## config.mk

```make
export PLATFORM = sky130hd
export DESIGN_NAME = lookahead_sub_serial
export DESIGN_NICKNAME = d
export VERILOG_FILES = /design/src/rtl/lookahead_sub_serial_pkg.sv /design/src/rtl/lookahead_sub_serial_slice.sv /design/src/rtl/lookahead_sub_serial.sv
export SDC_FILE = /design/constraint.sdc
export NUM_CORES = 1
export LEC_CHECK = 0
export ABC_AREA = 1
export BUFFER_PORTS_ARGS = -buffer_cell sky130_fd_sc_hd__buf_2
export CAP_MARGIN = 20
export CORE_ASPECT_RATIO = 1.2
export CORE_UTILIZATION = 35
export CTS_CLUSTER_DIAMETER = 150
export DETAILED_ROUTE_END_ITERATION = 10
export GPL_TIMING_DRIVEN = 0
export PLACE_DENSITY_LB_ADDON = 0.15
export SYNTH_ARGS = -nofsm -noshare
export SYNTH_HDL_FRONTEND = slang
export SYNTH_SLANG_ARGS = --single-unit
```

## constraint.sdc

```tcl
create_clock -name clk -period 3.2 [get_ports clk]
set_input_delay 0.32 -clock clk [delete_from_list [all_inputs] [get_ports clk]]
set_output_delay 0.32 -clock clk [all_outputs]
set_load 0.05 [all_outputs]
```

## src/rtl/lookahead_sub_serial_pkg.sv

```systemverilog
// Shared arithmetic definitions for the nibble-serial subtractor.
// State encoding, slice width and nibble-count helper.
package lookahead_sub_serial_pkg;

  localparam int SLICE_W = 4;

  typedef enum logic [1:0] {
    IDLE,
    RUN,
    DONE
  } state_t;

  function automatic int nibbles(input int width);
    return width / SLICE_W;
  endfunction

endpackage

```

## src/rtl/lookahead_sub_serial_slice.sv

```systemverilog
// Combinational 4-bit borrow-lookahead slice computing x + y_inv + cin.
// Carries are flattened generate/propagate sums of products.
module sub_slice_4bit
  import lookahead_sub_serial_pkg::*;
(
  input  logic [SLICE_W-1:0] x,
  input  logic [SLICE_W-1:0] y_inv,
  input  logic               cin,
  output logic [SLICE_W-1:0] s,
  output logic               cout
);

  logic [3:0] g;
  logic [3:0] p;
  logic [3:0] c;

  assign g = x & y_inv;
  assign p = x ^ y_inv;

  assign c[0] = g[0]
              | (p[0] & cin);
  assign c[1] = g[1]
              | (p[1] & g[0])
              | (p[1] & p[0] & cin);
  assign c[2] = g[2]
              | (p[2] & g[1])
              | (p[2] & p[1] & g[0])
              | (p[2] & p[1] & p[0] & cin);
  assign c[3] = g[3]
              | (p[3] & g[2])
              | (p[3] & p[2] & g[1])
              | (p[3] & p[2] & p[1] & g[0])
              | (p[3] & p[2] & p[1] & p[0] & cin);

  assign s    = p ^ {c[2:0], cin};
  assign cout = c[3];

endmodule

```

## src/rtl/lookahead_sub_serial.sv

```systemverilog
// Nibble-serial subtractor: diff = a - b - bin, one 4-bit slice per clock.
// Valid/ready handshakes on operand and result sides.
module lookahead_sub_serial
  import lookahead_sub_serial_pkg::*;
#(
  parameter int WIDTH = 16
) (
  input  logic             clk,
  input  logic             rst,
  input  logic             in_valid,
  output logic             in_ready,
  input  logic [WIDTH-1:0] a,
  input  logic [WIDTH-1:0] b,
  input  logic             bin,
  output logic             out_valid,
  input  logic             out_ready,
  output logic [WIDTH-1:0] diff,
  output logic             bout,
  output logic             ovf,
  output logic             zero
);

  localparam int N  = nibbles(WIDTH);
  localparam int KW = $clog2(N);

  state_t state;
  state_t state_n;

  logic [KW-1:0]    k;
  logic [KW+1:0]    idx;
  logic             last;
  logic             carry;
  logic [WIDTH-1:0] a_q;
  logic [WIDTH-1:0] b_q;
  logic [WIDTH-1:0] diff_q;
  logic             bout_q;
  logic             ovf_q;

  logic [SLICE_W-1:0] sx;
  logic [SLICE_W-1:0] sy;
  logic [SLICE_W-1:0] ss;
  logic               sc;

  assign idx  = {k, 2'b00};
  assign last = (k == KW'(N - 1));
  assign sx   = a_q[idx +: SLICE_W];
  assign sy   = ~b_q[idx +: SLICE_W];

  sub_slice_4bit u_slice (
    .x     (sx),
    .y_inv (sy),
    .cin   (carry),
    .s     (ss),
    .cout  (sc)
  );

  always_comb begin
    state_n = state;
    unique case (state)
      IDLE: if (in_valid) state_n = RUN;
      RUN:  if (last) state_n = DONE;
      DONE: if (out_ready) state_n = IDLE;
      default: state_n = IDLE;
    endcase
  end

  always_ff @(posedge clk) begin
    if (rst) begin
      state  <= IDLE;
      k      <= '0;
      carry  <= 1'b0;
      diff_q <= '0;
      bout_q <= 1'b0;
      ovf_q  <= 1'b0;
    end else begin
      state <= state_n;
      if (state == IDLE && in_valid) begin
        carry <= ~bin;
        k     <= '0;
      end else if (state == RUN) begin
        diff_q[idx +: SLICE_W] <= ss;
        carry <= sc;
        k     <= last ? '0 : k + KW'(1);
        // Flags settle together with the top nibble.
        if (last) begin
          bout_q <= ~sc;
          ovf_q  <= (a_q[WIDTH-1] ^ b_q[WIDTH-1])
                  & (ss[SLICE_W-1] ^ a_q[WIDTH-1]);
        end
      end
    end
  end

  always_ff @(posedge clk) begin
    if (!rst && state == IDLE && in_valid) begin
      a_q <= a;
      b_q <= b;
    end
  end

  assign in_ready  = (state == IDLE) && !rst;
  assign out_valid = (state == DONE);
  assign diff      = diff_q;
  assign bout      = bout_q;
  assign ovf       = ovf_q;
  assign zero      = (state == DONE) && (diff_q == '0);

endmodule

```

==> results of run 1 <==
==> stage by stage <==
step	cells	hold WS [ps]	setup WS, ps
after floorplan	245	419	380
after global placement	389	469	140
after detailed placement	389	473	402
after CTS	397	168	377
after global routing	397	160	112
final	397	177	417
==> sequential cells by signal (all words and copies together) (netlist names) <==
name / cells
ovf: 1
state: 2
diff: 16
a_q: 16
b_q: 16
k: 2
bout: 1
carry: 1
==> path summary, 6_finish.rpt <==
kind	end	slack [ps]	cells after the start
min reg2reg	diff[2]	490	2
max reg2reg	diff[5]	420	10
max	diff[5]	420	10
min	a_q[8]	180	1
==> area by class of cell <==
type                       instances  area, um2  area share
buffer                             7       30.0      0.0101
clock buffer                       5       68.8      0.0232
clock inverter                     3       47.5      0.0160
inverter                          18       67.6      0.0227
multi-input combinational        165        942       0.317
sequential                        55       1420       0.478
tap                               87        109      0.0366
timing repair buffer              57        285      0.0960
==> worst max-delay path: stages, from the launching register on <==
cell and delay, ps:
dfxtp_1 550, inv_1 150, clkbuf_1 310, a32oi_1 430
inv_1 110, fa_1 410, xnor2_1 320, nand2_1 80
nor2_1 160, nand2_1 80, a21oi_1 120
==> cells by family after synthesis <==
kind of cell,Yosys count,share of synthesized area
buffers and inverters,25,0.0398
adder cells (fa/ha/maj),12,0.0643
flip-flops,55,0.579
AND/OR/NAND/NOR,105,0.201
AO/OA/AOI/OAI,47,0.112
XOR/XNOR,1,0.00357
==> routing by layer <==
metal	global-route usage	up-vias	routed length (um)
li1	-	975	-
met1	0.172	868	2140
met2	0.257	45	2420
met3	0.0291	5	185
met4	0.0417	0	58
met5	0	-	0
==> cell usage in the layout (no fill, tap or decap), types with 2 or more instances in the layout <==
master	synthesis	final
o22ai_1	3	3
a22oi_1	2	2
a21oi_1	23	23
clkbuf_1	4	4
nor2_1	21	20
nand3_1	8	8
clkbuf_8	0	5
nand2_2	2	2
nand2_1	53	53
edfxtp_1	32	32
o21a_1	2	2
nor2_2	4	4
o21ai_0	9	9
inv_2	3	3
ha_1	11	11
nor4_1	2	2
dfxtp_1	23	23
inv_1	15	15
nor3_1	3	3
a32oi_1	3	3
buf_2	3	60
nand4_1	7	7
a32o_1	2	2
==> power groups by stage <==
stage	Combinational, uW	Clock (uW)	Sequential, uW
finish	218	469	790
global route	245	514	794
CTS	222	482	791
global placement	218	0	808
detailed placement	221	0	808
floorplan	136	0	821
==> impl_metrics.tcl, run 1 <==
set metrics [dict create \
    combPwrFrac 0.147 \
    initial_core_util 0.360 \
    synth_top_area_frac 0.392 \
    n_fill_cell 695 \
    critPathRequiredTime_ps 3450 \
    cts.hold.buffers_added 0 \
    portBuffers 57 \
    synth_flop_cell "edfxtp_1" \
    fp.dieH_um 93.7 \
    grt_overflow 0 \
    synth_edf_count 32 \
    grt_pass1_wl_um 7980 \
    switching_share 0.263 \
    placed_cell_area_um2 2860 \
    rsz0062_at_grt "no" \
    crit_path_max_fanout 12 \
    p_seq_frac 0.535 \
    worstHoldStart "a[8]" \
    p_int_uw 1090 \
    hold_violations 0 \
    layout-drive-gt1-share 0.261 \
    yosysSeqAreaShare 0.579 \
    max_cap_viol_count 0 \
    antenna_found_initial 0 \
    cts_tree "built" \
    num_io_pins 58 \
    fmax_mhz 359 \
    wl_um 4810 \
    vias 1893 \
    drtIter0Drc 59 \
    drv_slew 0 \
    place.gp.congestion 0.748 \
    synth_cells 245 \
    syn-num-nets 294 \
    synthTopCellsByArea "edfxtp_1, dfxtp_1, nand2_1" \
    wl_per_cell_um 12.1 \
    drt-pass1-iter-count 4 \
    async_flop_share 0 \
    num_antenna_cells 0 \
    fin_skew_ps 8.40 \
    end_kind "register" \
    critical_path_arrival_ps 3030 \
    outcome "complete, no violations" \
    route.detailed.drc 0 \
    postLayoutCellArea_um2 2970 \
    period_needed_ps 2780 \
    die_w_um 78.4 \
    p_per_area_nw_per_um2 497 \
    cts_resized 0 \
    cp-startpoint "k[1]" \
    antenna_left 0 \
    yosysMostFrequentCell "nand2_1" \
    criticalPathCategory "reg -> reg" \
    synthDistinctLibCells 32 \
    path_clk_slew_ps 100 \
    setup.worst_path.start_class "register" \
    fin_util 0.436 \
    p_sw_uw 389 \
    coreArea_um2 6810 \
    finalPower_uw 1480 \
    grt_pass1_vias 1709 \
    yosys_warnings 0 \
    setup_viol 0 \
    numCtsBuffers 5 \
    clkSinkCount 55 \
    relSlewSlack 0.408 \
    vias_per_cell 4.77 \
    post_cts_buffers 0 \
    tightest_slew_ps 885 \
    r2r_start "k[1]" \
    finalSetupTns_ps 0 \
    power.leakage_uw 0.00123 \
    row_count 33 \
    dp_hpwl_um 3630 \
    clock_latency_ps 310 \
    dieArea_um2 7350 \
    synth_area_per_cell_um2 10.0 \
    cts.path.max_buffers 2 \
    h-tree-depth 2 \
    peakVddDrop_mv 0.300 \
    period_share 0.870 \
    nNetsFinal 358 \
    syn_to_final_growth_pct 21.1 \
    power_frac_clock 0.317 \
    syn-cell-area_um2 2450 \
    yosys_register_bits 55 \
    yosys.area.top_type "edfxtp_1" \
    hold_path_class "in -> reg" \
    grt_max_degree 33 \
    track_usage 0.143 \
    cts_root_buffer "clkbuf_8" \
    synth_common_cells "nand2_1, edfxtp_1, a21oi_1, dfxtp_1, nor2_1" \
]
No activity file was read; power rests on OpenSTA's default activity.
==> run 2: changes to the inputs <==
Settings changed: PLACE_DENSITY_LB_ADDON 0.15 to 0.25.
Clock period 3.2 ns to 2.3 ns, I/O delays scaled along.
==> run 2 against run 1 <==
Effect of this change:
- clock power is 22% higher
- critical path depth is 1 higher
- combinational power up 72%
- worst setup slack worse by 260 ps
- hold slack lost 95 ps
- count of clock-buffer cells in the layout unchanged
- maximum frequency grew 30%
- power increased by 39%
- final area up 6.3%
- clock skew shrank 2.9 ps
- register-to-register slack got worse by 260 ps
==> impl_metrics.tcl, run 2 (synthesized netlist as in run 1, its figures left out) <==
set metrics [dict create \
    relSlewSlack 0.412 \
    initial_core_util 0.360 \
    fmax_mhz 466 \
    numCtsBuffers 5 \
    fin_util 0.464 \
    p_per_area_nw_per_um2 648 \
    fin_skew_ps 5.54 \
    tightest_slew_ps 879 \
    cts_tree "built" \
    critical_path_arrival_ps 2400 \
    hold_violations 0 \
    final_common_cell "buf_2" \
    worstRegToRegCells 11 \
    crit_chain "buf_8 > buf_4 > a21oi_1 > a32oi_2 > inv_1 > fa_1 > xnor2_2 > nand2_1 > nor2_2 > nand2_1 > a21oi_1" \
    max_cap_viol_count 0 \
    grtUsageMet1 0.176 \
    end_kind "register" \
    grt_pass1_vias 1827 \
    wl_um 5200 \
    dieArea_um2 7350 \
    h-tree-depth 2 \
    layout-drive-gt1-share 0.340 \
    drt-pass1-iter-count 6 \
    period_needed_ps 2150 \
    setup_viol 0 \
    whs_ps 82.9 \
    global_route.usage.met2 0.276 \
    crit_path_max_incr_delay_ps 440 \
    antenna_found_initial 0 \
    setup.worst_path.start_class "register" \
    num_io_pins 58 \
    criticalPathCategory "reg -> reg" \
    antenna_left 0 \
    peakVddDrop_mv 0.436 \
    cts.path.max_buffers 2 \
    grt_max_degree 33 \
    route.detailed.drc 0 \
    fp.dieH_um 93.7 \
    place.gp.congestion 0.750 \
    vias 1946 \
    slowest_stage "fa_1" \
    crit_path_max_fanout 10 \
    multiInputGateArea_um2 1010 \
    critPathRequiredTime_ps 2550 \
    top_usage_layer "met2" \
    period_share 0.934 \
    hold_path_class "in -> reg" \
    drv_slew 0 \
    num_antenna_cells 0 \
    grtUsageMet3 0.0291 \
    nNetsFinal 369 \
    clkSinkCount 55 \
    hold_depth 1 \
    dp_hpwl_um 3730 \
    grt_overflow 0 \
    outcome "complete, no violations" \
    cts_root_buffer "clkbuf_8" \
    wl_per_cell_um 12.7 \
    track_usage 0.150 \
    coreArea_um2 6810 \
    placed_cell_area_um2 2860 \
    regArea_um2 1430 \
    drtIter0Drc 65 \
    power.leakage_uw 0.00131 \
    path_clk_slew_ps 110 \
    die_w_um 78.4 \
    syn_to_final_growth_pct 28.7 \
    cts.hold.buffers_added 0 \
    postLayoutCellArea_um2 3160 \
    row_count 33 \
    portBuffers 57 \
    vias_per_cell 4.77 \
    grt_pass1_wl_um 8400 \
    clock_latency_ps 310 \
    layout_common_cells "buf_2, nand2_1, edfxtp_1" \
    n_fill_cell 673 \
]
## run 2: layer usage
metal / up-vias / wire, um
li1: 1001 / -
met1: 891 / 2330
met2: 48 / 2610
met3: 6 / 201
met4: 0 / 59
met5: - / 0
## run 2: final timing paths
check,startpoint,end,slack (ps)
max,k[0],diff[13],150
min,b[11],b_q[11],80
max reg2reg,k[0],diff[13],150
min reg2reg,diff[9],diff[9],480
## run 2: repair_timing
action / 4_1_cts / 5_1_grt
gates resized for setup: 16 / 19
pin swaps: 1 / 8
endpoints found under the setup margin: 19 / 16
buffers inserted: 1 / 10
## run 2: where the power goes
group	internal (uW)	leakage (uW)	total [uW]	switching (uW)
clock network	226	0.0000467	570	344
logic	148	0.000777	376	227
registers	1080	0.000485	1100	18.6
## run 2: metrics by stage
stage	setup WS, ps	total power [uW]	instances	TNS [ps]
global route	-15.9	2150	408	-21.4
CTS	2.96	2020	398	0
detailed placement	-506	1430	389	-5530
floorplan	28.8	1330	245	0
global placement	-456	1420	389	-5100
finish	153	2050	408	0
## run 2: area by class of cell
| cell class | instances | share of cell area |
|---|---|---|
| Multi-Input combinational cell | 165 | 0.319 |
| Clock inverter | 3 | 0.00872 |
| Clock buffer | 5 | 0.0218 |
| Buffer | 7 | 0.0250 |
| Sequential cell | 55 | 0.452 |
| Timing Repair Buffer | 68 | 0.116 |
| Inverter | 18 | 0.0222 |
| Tap cell | 87 | 0.0345 |
## run 2: worst max-delay path: cells and delay by family, from the launching register on
kind	cells	cell delay, ps
compound gates	3	390
xor+xnor	1	180
flops	1	430
simple gates	3	280
fa+ha+maj	1	440
buf+inv	3	360
